### config.mk
export PLATFORM = sky130hd
export DESIGN_NAME = id_stage_flat
export DESIGN_NICKNAME = d
export VERILOG_FILES = /design/src/rtl/id_stage_if.sv /design/src/rtl/id_stage.sv /design/src/flat_wrapper.sv
export SDC_FILE = /design/constraint.sdc
export NUM_CORES = 2
export LEC_CHECK = 0
export CAP_MARGIN = 20
export CORE_UTILIZATION = 37
export DETAILED_ROUTE_END_ITERATION = 12
export SLEW_MARGIN = 25
export SYNTH_ARGS = -nofsm -noshare
export SYNTH_HDL_FRONTEND = slang
export SYNTH_SLANG_ARGS = --single-unit
### constraint.sdc
create_clock -name i_clk -period 46 [get_ports i_clk]
set_clock_uncertainty 0.1 [all_clocks]
set_input_delay 9.2 -clock i_clk [delete_from_list [all_inputs] [get_ports i_clk]]
set_output_delay 9.2 -clock i_clk [all_outputs]
set_load 0.03 [all_outputs]
### src/rtl/id_stage_if.sv
// Decode-stage bus: fetch handshake, writeback port, downstream handshake and decoded payload.
// slave = the decode stage itself, master = whatever surrounds it (fetch/execute/writeback).
interface id_stage_if #(
  parameter int DATA_WIDTH = 32
);
  // Handshakes: a transfer happens on an edge where valid && ready are both 1.
  // The producer holds its payload steady while valid && !ready.
  logic                  i_if_valid;
  logic                  o_id_ready;
  logic [31:0]           i_if_instr;
  logic [DATA_WIDTH-1:0] i_if_pc;
  logic [2:0]            i_imm_sel;

  logic                  i_wb_en;
  logic [4:0]            i_wb_addr;
  logic [DATA_WIDTH-1:0] i_wb_data;

  logic                  i_ex_ready;
  logic                  i_flush;
  logic                  i_ex_mem_read;
  logic [4:0]            i_ex_rd;

  logic                  o_id_valid;
  logic [DATA_WIDTH-1:0] o_id_pc;
  logic [DATA_WIDTH-1:0] o_id_data_1;
  logic [DATA_WIDTH-1:0] o_id_data_2;
  logic [DATA_WIDTH-1:0] o_id_imm;
  logic [4:0]            o_id_rs1;
  logic [4:0]            o_id_rs2;
  logic [4:0]            o_id_rd;
  logic [6:0]            o_ctrl_opcode;
  logic [2:0]            o_ctrl_funct3;
  logic [6:0]            o_ctrl_funct7;

  modport slave (
    input  i_if_valid, i_if_instr, i_if_pc, i_imm_sel,
    input  i_wb_en, i_wb_addr, i_wb_data,
    input  i_ex_ready, i_flush, i_ex_mem_read, i_ex_rd,
    output o_id_ready, o_id_valid, o_id_pc, o_id_data_1, o_id_data_2, o_id_imm,
    output o_id_rs1, o_id_rs2, o_id_rd,
    output o_ctrl_opcode, o_ctrl_funct3, o_ctrl_funct7
  );

  modport master (
    output i_if_valid, i_if_instr, i_if_pc, i_imm_sel,
    output i_wb_en, i_wb_addr, i_wb_data,
    output i_ex_ready, i_flush, i_ex_mem_read, i_ex_rd,
    input  o_id_ready, o_id_valid, o_id_pc, o_id_data_1, o_id_data_2, o_id_imm,
    input  o_id_rs1, o_id_rs2, o_id_rd,
    input  o_ctrl_opcode, o_ctrl_funct3, o_ctrl_funct7
  );
endinterface

### src/rtl/id_stage.sv
// RISC-V instruction decode stage: register file with write-through, immediate generation, 1-deep output slot.
// Optional load-use stall enabled by defining ID_LOAD_USE_HAZARD_EN.
module id_stage #(
  parameter int DATA_WIDTH = 32,
  parameter int NUM_REGS   = 32
) (
  input  logic     i_clk,
  input  logic     i_reset,
  id_stage_if.slave bus
);
  localparam int IDX_W = (NUM_REGS > 1) ? $clog2(NUM_REGS) : 1;

  logic [DATA_WIDTH-1:0] regs [NUM_REGS];

  logic [4:0]            rs1, rs2, rd;
  logic [DATA_WIDTH-1:0] imm;
  logic [DATA_WIDTH-1:0] rdata_1, rdata_2;
  logic                  wb_hit;
  logic                  stall;
  logic                  capture;

  assign rs1 = bus.i_if_instr[19:15];
  assign rs2 = bus.i_if_instr[24:20];
  assign rd  = bus.i_if_instr[11:7];

  assign bus.o_ctrl_opcode = bus.i_if_instr[6:0];
  assign bus.o_ctrl_funct3 = bus.i_if_instr[14:12];
  assign bus.o_ctrl_funct7 = bus.i_if_instr[31:25];

  // x0 and out-of-range indices behave as a hard-wired zero for both read and write.
  function automatic logic addr_live(input logic [4:0] a);
    return (a != 5'd0) && (int'(a) < NUM_REGS);
  endfunction

  assign wb_hit = bus.i_wb_en && addr_live(bus.i_wb_addr);

  always_comb begin
    rdata_1 = '0;
    rdata_2 = '0;
    if (addr_live(rs1)) begin
      rdata_1 = (wb_hit && bus.i_wb_addr == rs1) ? bus.i_wb_data : regs[rs1[IDX_W-1:0]];
    end
    if (addr_live(rs2)) begin
      rdata_2 = (wb_hit && bus.i_wb_addr == rs2) ? bus.i_wb_data : regs[rs2[IDX_W-1:0]];
    end
  end

  always_comb begin
    logic [31:0] in;
    logic [31:0] ext;
    in  = bus.i_if_instr;
    ext = '0;
    case (bus.i_imm_sel)
      3'b000:  ext = {{20{in[31]}}, in[31:20]};
      3'b001:  ext = {{20{in[31]}}, in[31:25], in[11:7]};
      3'b010:  ext = {{19{in[31]}}, in[31], in[7], in[30:25], in[11:8], 1'b0};
      3'b011:  ext = {in[31:12], 12'b0};
      3'b100:  ext = {{11{in[31]}}, in[31], in[19:12], in[20], in[30:21], 1'b0};
      default: ext = '0;
    endcase
    imm = '0;
    // Formats are 32-bit; wider datapaths keep extending the sign bit.
    for (int i = 0; i < DATA_WIDTH; i++) begin
      imm[i] = (i < 32) ? ext[i] : in[31];
    end
  end

`ifdef ID_LOAD_USE_HAZARD_EN
  // A load in execute cannot forward in time; hold the consumer one cycle. A flush wins.
  assign stall = bus.i_if_valid && bus.i_ex_mem_read && (bus.i_ex_rd != 5'd0) &&
                 ((bus.i_ex_rd == rs1) || (bus.i_ex_rd == rs2)) && !bus.i_flush;
`else
  logic unused_hazard_inputs;
  assign unused_hazard_inputs = &{1'b0, bus.i_ex_mem_read, bus.i_ex_rd};
  assign stall = 1'b0;
`endif

  assign bus.o_id_ready = (!bus.o_id_valid || bus.i_ex_ready) && !stall;
  assign capture        = bus.i_if_valid && bus.o_id_ready;

  always_ff @(posedge i_clk or posedge i_reset) begin
    if (i_reset) begin
      for (int i = 0; i < NUM_REGS; i++) begin
        regs[i] <= '0;
      end
    end else if (wb_hit) begin
      regs[bus.i_wb_addr[IDX_W-1:0]] <= bus.i_wb_data;
    end
  end

  always_ff @(posedge i_clk or posedge i_reset) begin
    if (i_reset) begin
      bus.o_id_valid  <= 1'b0;
      bus.o_id_pc     <= '0;
      bus.o_id_data_1 <= '0;
      bus.o_id_data_2 <= '0;
      bus.o_id_imm    <= '0;
      bus.o_id_rs1    <= '0;
      bus.o_id_rs2    <= '0;
      bus.o_id_rd     <= '0;
    end else if (bus.i_flush) begin
      bus.o_id_valid <= 1'b0;
    end else if (capture) begin
      bus.o_id_valid  <= 1'b1;
      bus.o_id_pc     <= bus.i_if_pc;
      bus.o_id_data_1 <= rdata_1;
      bus.o_id_data_2 <= rdata_2;
      bus.o_id_imm    <= imm;
      bus.o_id_rs1    <= rs1;
      bus.o_id_rs2    <= rs2;
      bus.o_id_rd     <= rd;
    end else if (bus.o_id_valid && bus.i_ex_ready) begin
      bus.o_id_valid <= 1'b0;
    end
  end
endmodule

### src/flat_wrapper.sv
// flat-port wrapper written by rule: the top's interface ports become plain ports
module id_stage_flat 
#(
  parameter int DATA_WIDTH = 32,
  parameter int NUM_REGS   = 32
)
  (i_clk, i_reset, bus_i_if_valid, bus_i_if_instr, bus_i_if_pc, bus_i_imm_sel, bus_i_wb_en, bus_i_wb_addr, bus_i_wb_data, bus_i_ex_ready, bus_i_flush, bus_i_ex_mem_read, bus_i_ex_rd, bus_o_id_ready, bus_o_id_valid, bus_o_id_pc, bus_o_id_data_1, bus_o_id_data_2, bus_o_id_imm, bus_o_id_rs1, bus_o_id_rs2, bus_o_id_rd, bus_o_ctrl_opcode, bus_o_ctrl_funct3, bus_o_ctrl_funct7);
  id_stage_if #(.DATA_WIDTH(DATA_WIDTH)) bus_i ();
  input  logic i_clk;
  input  logic i_reset;
  input wire logic [$bits(bus_i.i_if_valid)-1:0] bus_i_if_valid;
  input wire logic [$bits(bus_i.i_if_instr)-1:0] bus_i_if_instr;
  input wire logic [$bits(bus_i.i_if_pc)-1:0] bus_i_if_pc;
  input wire logic [$bits(bus_i.i_imm_sel)-1:0] bus_i_imm_sel;
  input wire logic [$bits(bus_i.i_wb_en)-1:0] bus_i_wb_en;
  input wire logic [$bits(bus_i.i_wb_addr)-1:0] bus_i_wb_addr;
  input wire logic [$bits(bus_i.i_wb_data)-1:0] bus_i_wb_data;
  input wire logic [$bits(bus_i.i_ex_ready)-1:0] bus_i_ex_ready;
  input wire logic [$bits(bus_i.i_flush)-1:0] bus_i_flush;
  input wire logic [$bits(bus_i.i_ex_mem_read)-1:0] bus_i_ex_mem_read;
  input wire logic [$bits(bus_i.i_ex_rd)-1:0] bus_i_ex_rd;
  output wire logic [$bits(bus_i.o_id_ready)-1:0] bus_o_id_ready;
  output wire logic [$bits(bus_i.o_id_valid)-1:0] bus_o_id_valid;
  output wire logic [$bits(bus_i.o_id_pc)-1:0] bus_o_id_pc;
  output wire logic [$bits(bus_i.o_id_data_1)-1:0] bus_o_id_data_1;
  output wire logic [$bits(bus_i.o_id_data_2)-1:0] bus_o_id_data_2;
  output wire logic [$bits(bus_i.o_id_imm)-1:0] bus_o_id_imm;
  output wire logic [$bits(bus_i.o_id_rs1)-1:0] bus_o_id_rs1;
  output wire logic [$bits(bus_i.o_id_rs2)-1:0] bus_o_id_rs2;
  output wire logic [$bits(bus_i.o_id_rd)-1:0] bus_o_id_rd;
  output wire logic [$bits(bus_i.o_ctrl_opcode)-1:0] bus_o_ctrl_opcode;
  output wire logic [$bits(bus_i.o_ctrl_funct3)-1:0] bus_o_ctrl_funct3;
  output wire logic [$bits(bus_i.o_ctrl_funct7)-1:0] bus_o_ctrl_funct7;
  assign bus_i.i_if_valid = bus_i_if_valid;
  assign bus_i.i_if_instr = bus_i_if_instr;
  assign bus_i.i_if_pc = bus_i_if_pc;
  assign bus_i.i_imm_sel = bus_i_imm_sel;
  assign bus_i.i_wb_en = bus_i_wb_en;
  assign bus_i.i_wb_addr = bus_i_wb_addr;
  assign bus_i.i_wb_data = bus_i_wb_data;
  assign bus_i.i_ex_ready = bus_i_ex_ready;
  assign bus_i.i_flush = bus_i_flush;
  assign bus_i.i_ex_mem_read = bus_i_ex_mem_read;
  assign bus_i.i_ex_rd = bus_i_ex_rd;
  assign bus_o_id_ready = bus_i.o_id_ready;
  assign bus_o_id_valid = bus_i.o_id_valid;
  assign bus_o_id_pc = bus_i.o_id_pc;
  assign bus_o_id_data_1 = bus_i.o_id_data_1;
  assign bus_o_id_data_2 = bus_i.o_id_data_2;
  assign bus_o_id_imm = bus_i.o_id_imm;
  assign bus_o_id_rs1 = bus_i.o_id_rs1;
  assign bus_o_id_rs2 = bus_i.o_id_rs2;
  assign bus_o_id_rd = bus_i.o_id_rd;
  assign bus_o_ctrl_opcode = bus_i.o_ctrl_opcode;
  assign bus_o_ctrl_funct3 = bus_i.o_ctrl_funct3;
  assign bus_o_ctrl_funct7 = bus_i.o_ctrl_funct7;
  id_stage #(.DATA_WIDTH(DATA_WIDTH), .NUM_REGS(NUM_REGS)) u_core (.i_clk(i_clk), .i_reset(i_reset), .bus(bus_i));
endmodule
==> results.json <==
{
  "outcome": "finished, final reports clean",
  "endpoint_kind": "output pin",
  "grt_start_max_net_pins": 180,
  "core_region_area_sq_um": 161000,
  "p_sw_frac": 0.282,
  "period_share": 0.436,
  "numCtsBuffers": 133,
  "clock_latency_ns": 0.77,
  "drive_gt1_frac": 0.453,
  "cts_buffer_depth": 3,
  "crit_family": "buffers and inverters",
  "grt_pass1_vias": 40200,
  "p_int_mw": 2.22,
  "layout.nets": 4233,
  "leakagePower_nw": 29.4,
  "setup_viol": 0,
  "place.gp.congestion": 0.795,
  "p_per_area_nw_per_um2": 44.9,
  "ios": 278,
  "wl_per_cell_microns": 32.6,
  "post-route-min-period_ns": 20.04,
  "synth.most_common_cell": "dfrtp_1",
  "cp_num_buf_inv": 3,
  "track_usage": 0.252,
  "synth_edf_count": 0,
  "synth.top_cells.by_area": "dfrtp_1, mux2_2, mux4_2",
  "antenna_left": 0,
  "cts_root_buffer": "clkbuf_16",
  "synth_area_sq_um": 60400,
  "die_h_microns": 406,
  "slew_violations": 0,
  "holdPathStages": 0,
  "cts_tree": "done",
  "max_slew.worst_pin.slew_ns": 1.08,
  "dp_slack_ns": 25.96,
  "post-route-util": 0.427,
  "viasPerCell": 6.28,
  "cpMaxStageDelayCell": "clkdlybuf4s50_1",
  "comb_power_share": 0.206,
  "synth_seq_cells": 1168,
  "crit_chain": "clkdlybuf4s50_1, nand2b_1, buf_4, clkdlybuf4s50_1",
  "num_rows": 147,
  "grt_overflow": 0,
  "htreeDepth": 4,
  "ir_worst_vdd_v": 0.0000403,
  "cts_setup_buffers": 0,
  "r2r_end": "u_core.bus.o_id_imm[6]",
  "die_w_microns": 406,
  "async_reset_ff_frac": 1.00,
  "dp.cells": 6140,
  "postCtsHoldBufs": 0,
  "final_cells": 6384,
  "hold_path_class": "reg -> reg",
  "grt_pass1_wl_microns": 299000,
  "ys_warn_count": 0,
  "die-area_sq_um": 165000,
  "dp_hpwl_microns": 114000,
  "reg2reg_depth": 6,
  "critPathMaxStageDelay_ns": 0.72,
  "yosys.area.top_type": "dfrtp_1",
  "fin_ws_ns": 25.96,
  "dr.pass1.iters": 7,
  "start_util": 0.374,
  "postSynthAreaPerCell_sq_um": 14.7,
  "slew_headroom": 0.277,
  "setup_tns_ns": 0,
  "r2r_setup_slack_ns": 43.37,
  "clock.fmax_mhz": 49.9,
  "crit_required_ns": 36.70,
  "synth_top_area_frac": 0.484,
  "cts.sinks": 1168,
  "worstSetupPathType": "in -> out",
  "synthCells": 4113,
  "grt_setup_unrepaired": "false",
  "crit_fanout": 15,
  "vias": 40100,
  "cp_common_cell": "clkdlybuf4s50_1",
  "routed_wl_microns": 208000,
  "antenna_found_initial": 18,
  "synth_nets": 4229,
  "clk_pin_slew_ns": 0.06,
  "worstSetupStartpointType": "primary input",
  "syn2layout_area_growth_pct": 14.0,
  "drc": 0,
  "drv_cap": 0,
  "clkPwrFrac": 0.355,
  "synth_ff_type": "dfrtp_1",
  "initialDrtViolationCount": 4593,
  "yosysSeqAreaShare": 0.484,
  "report.final.hold_viol_count": 0,
  "io_buffers": 257,
  "reg2reg_from": "u_core.bus.o_id_valid",
  "crit_arrival_ns": 10.74,
  "switchingPower_mw": 0.872,
  "min_to": "u_core.regs[993]",
  "holdCritStartpoint": "u_core.regs[993]",
  "ctsResizeCount": 0,
  "seq_power_share": 0.439,
  "synth.distinct_cells": 54,
  "netlist_top_cells_count": "dfrtp_1, mux2_2, mux4_2"
}
-- flip-flops by register name, indices dropped and copies added, names as in the netlist --
signal,cells
u_core.bus.o_id_data_1,32
u_core.bus.o_id_data_2,32
u_core.bus.o_id_imm,32
u_core.bus.o_id_pc,32
u_core.bus.o_id_rd,5
u_core.bus.o_id_rs1,5
u_core.bus.o_id_rs2,5
u_core.bus.o_id_valid,1
u_core.regs,1024
-- cell families (layout without fill, tap and decap cells) --
logic type	count (synthesis)	count (layout)	share of synthesized area
buf+inv	499	608	0.0389
compound gates	466	466	0.0632
other cells	0	2	0
simple gates	226	226	0.0193
flops	1168	1168	0.484
xor+xnor	11	11	0.00160
mux	1742	1742	0.393
fa+ha+maj	1	1	0.000166
-- routing by layer --
| metal | track usage | wire [microns] | up-vias |
|---|---|---|---|
| met3 | 0.0638 | 20100 | 410 |
| li1 | - | - | 16000 |
| met4 | 0.0825 | 6760 | 8 |
| met1 | 0.355 | 88400 | 21700 |
| met5 | 0 | 55 | - |
| met2 | 0.380 | 92900 | 1984 |
-- worst max-delay path by stage --
stage	from	to	depth (start not counted)
after floorplan	i_reset	u_core.bus.o_id_data_1[0]	1
after global placement	bus_i_ex_ready	bus_o_id_ready	4
after detailed placement	bus_i_ex_ready	bus_o_id_ready	4
after CTS	bus_i_ex_ready	bus_o_id_ready	4
after global routing	bus_i_ex_ready	bus_o_id_ready	4
final	bus_i_ex_ready	bus_o_id_ready	4
-- cells in the final DEF, fill, tap and decap left out, drive strengths merged, types with 5 or more instances in the layout --
master / count
o31ai: 8
dfrtp: 1168
a22o: 72
nand3b: 12
a211oi: 61
xor2: 11
a221oi: 67
nor2b: 5
a21boi: 8
nand4: 57
mux4: 390
nand3: 5
buf: 143
o311ai: 56
o221ai: 122
clkinv: 24
mux2: 1106
a41oi: 8
clkdlybuf4s50: 216
clkbuf: 199
o21ai: 25
a21o: 6
bufinv: 9
mux2i: 246
nor2: 22
nand2: 98
inv: 15
a21oi: 21
-- worst reg2reg max path, stage by stage, from the launching register on --
cell and delay, ns:
dfrtp_1 0.38, nand2b_1 0.07, buf_4 0.22, nand2_4 0.32
buf_4 0.74, nor2_1 0.41, a22o_1 0.28
-- area by class of cell --
cell class / instances / area (sq um)
timing repair buffer: 359 / 3300
tap: 2160 / 2700
fill: 14700 / 92500
inverter: 9 / 41.3
clock buffer: 199 / 3980
sequential: 1168 / 29200
antenna: 2 / 5.00
multi-input combinational: 2446 / 29000
clock inverter: 41 / 507
-- power groups by stage --
| stage | combinational (mW) | sequential (mW) | clock [mW] |
|---|---|---|---|
| floorplan | 0.433 | 1.37 | 0 |
| global placement | 0.627 | 1.36 | 0 |
| detailed placement | 0.636 | 1.37 | 0 |
| CTS | 0.638 | 1.35 | 1.12 |
| global route | 0.678 | 1.38 | 1.16 |
| finish | 0.637 | 1.36 | 1.10 |
-- per-stage QoR --
| stage | hold WS (ns) | cell area, sq um | total power, mW |
|---|---|---|---|
| floorplan | 0.341 | 60400 | 1.80 |
| global placement | 0.277 | 64400 | 1.98 |
| detailed placement | 0.283 | 64300 | 2.01 |
| CTS | 0.296 | 68800 | 3.11 |
| global route | 0.308 | 68800 | 3.22 |
| finish | 0.295 | 68800 | 3.09 |
Power figures use the tool's default switching activity.
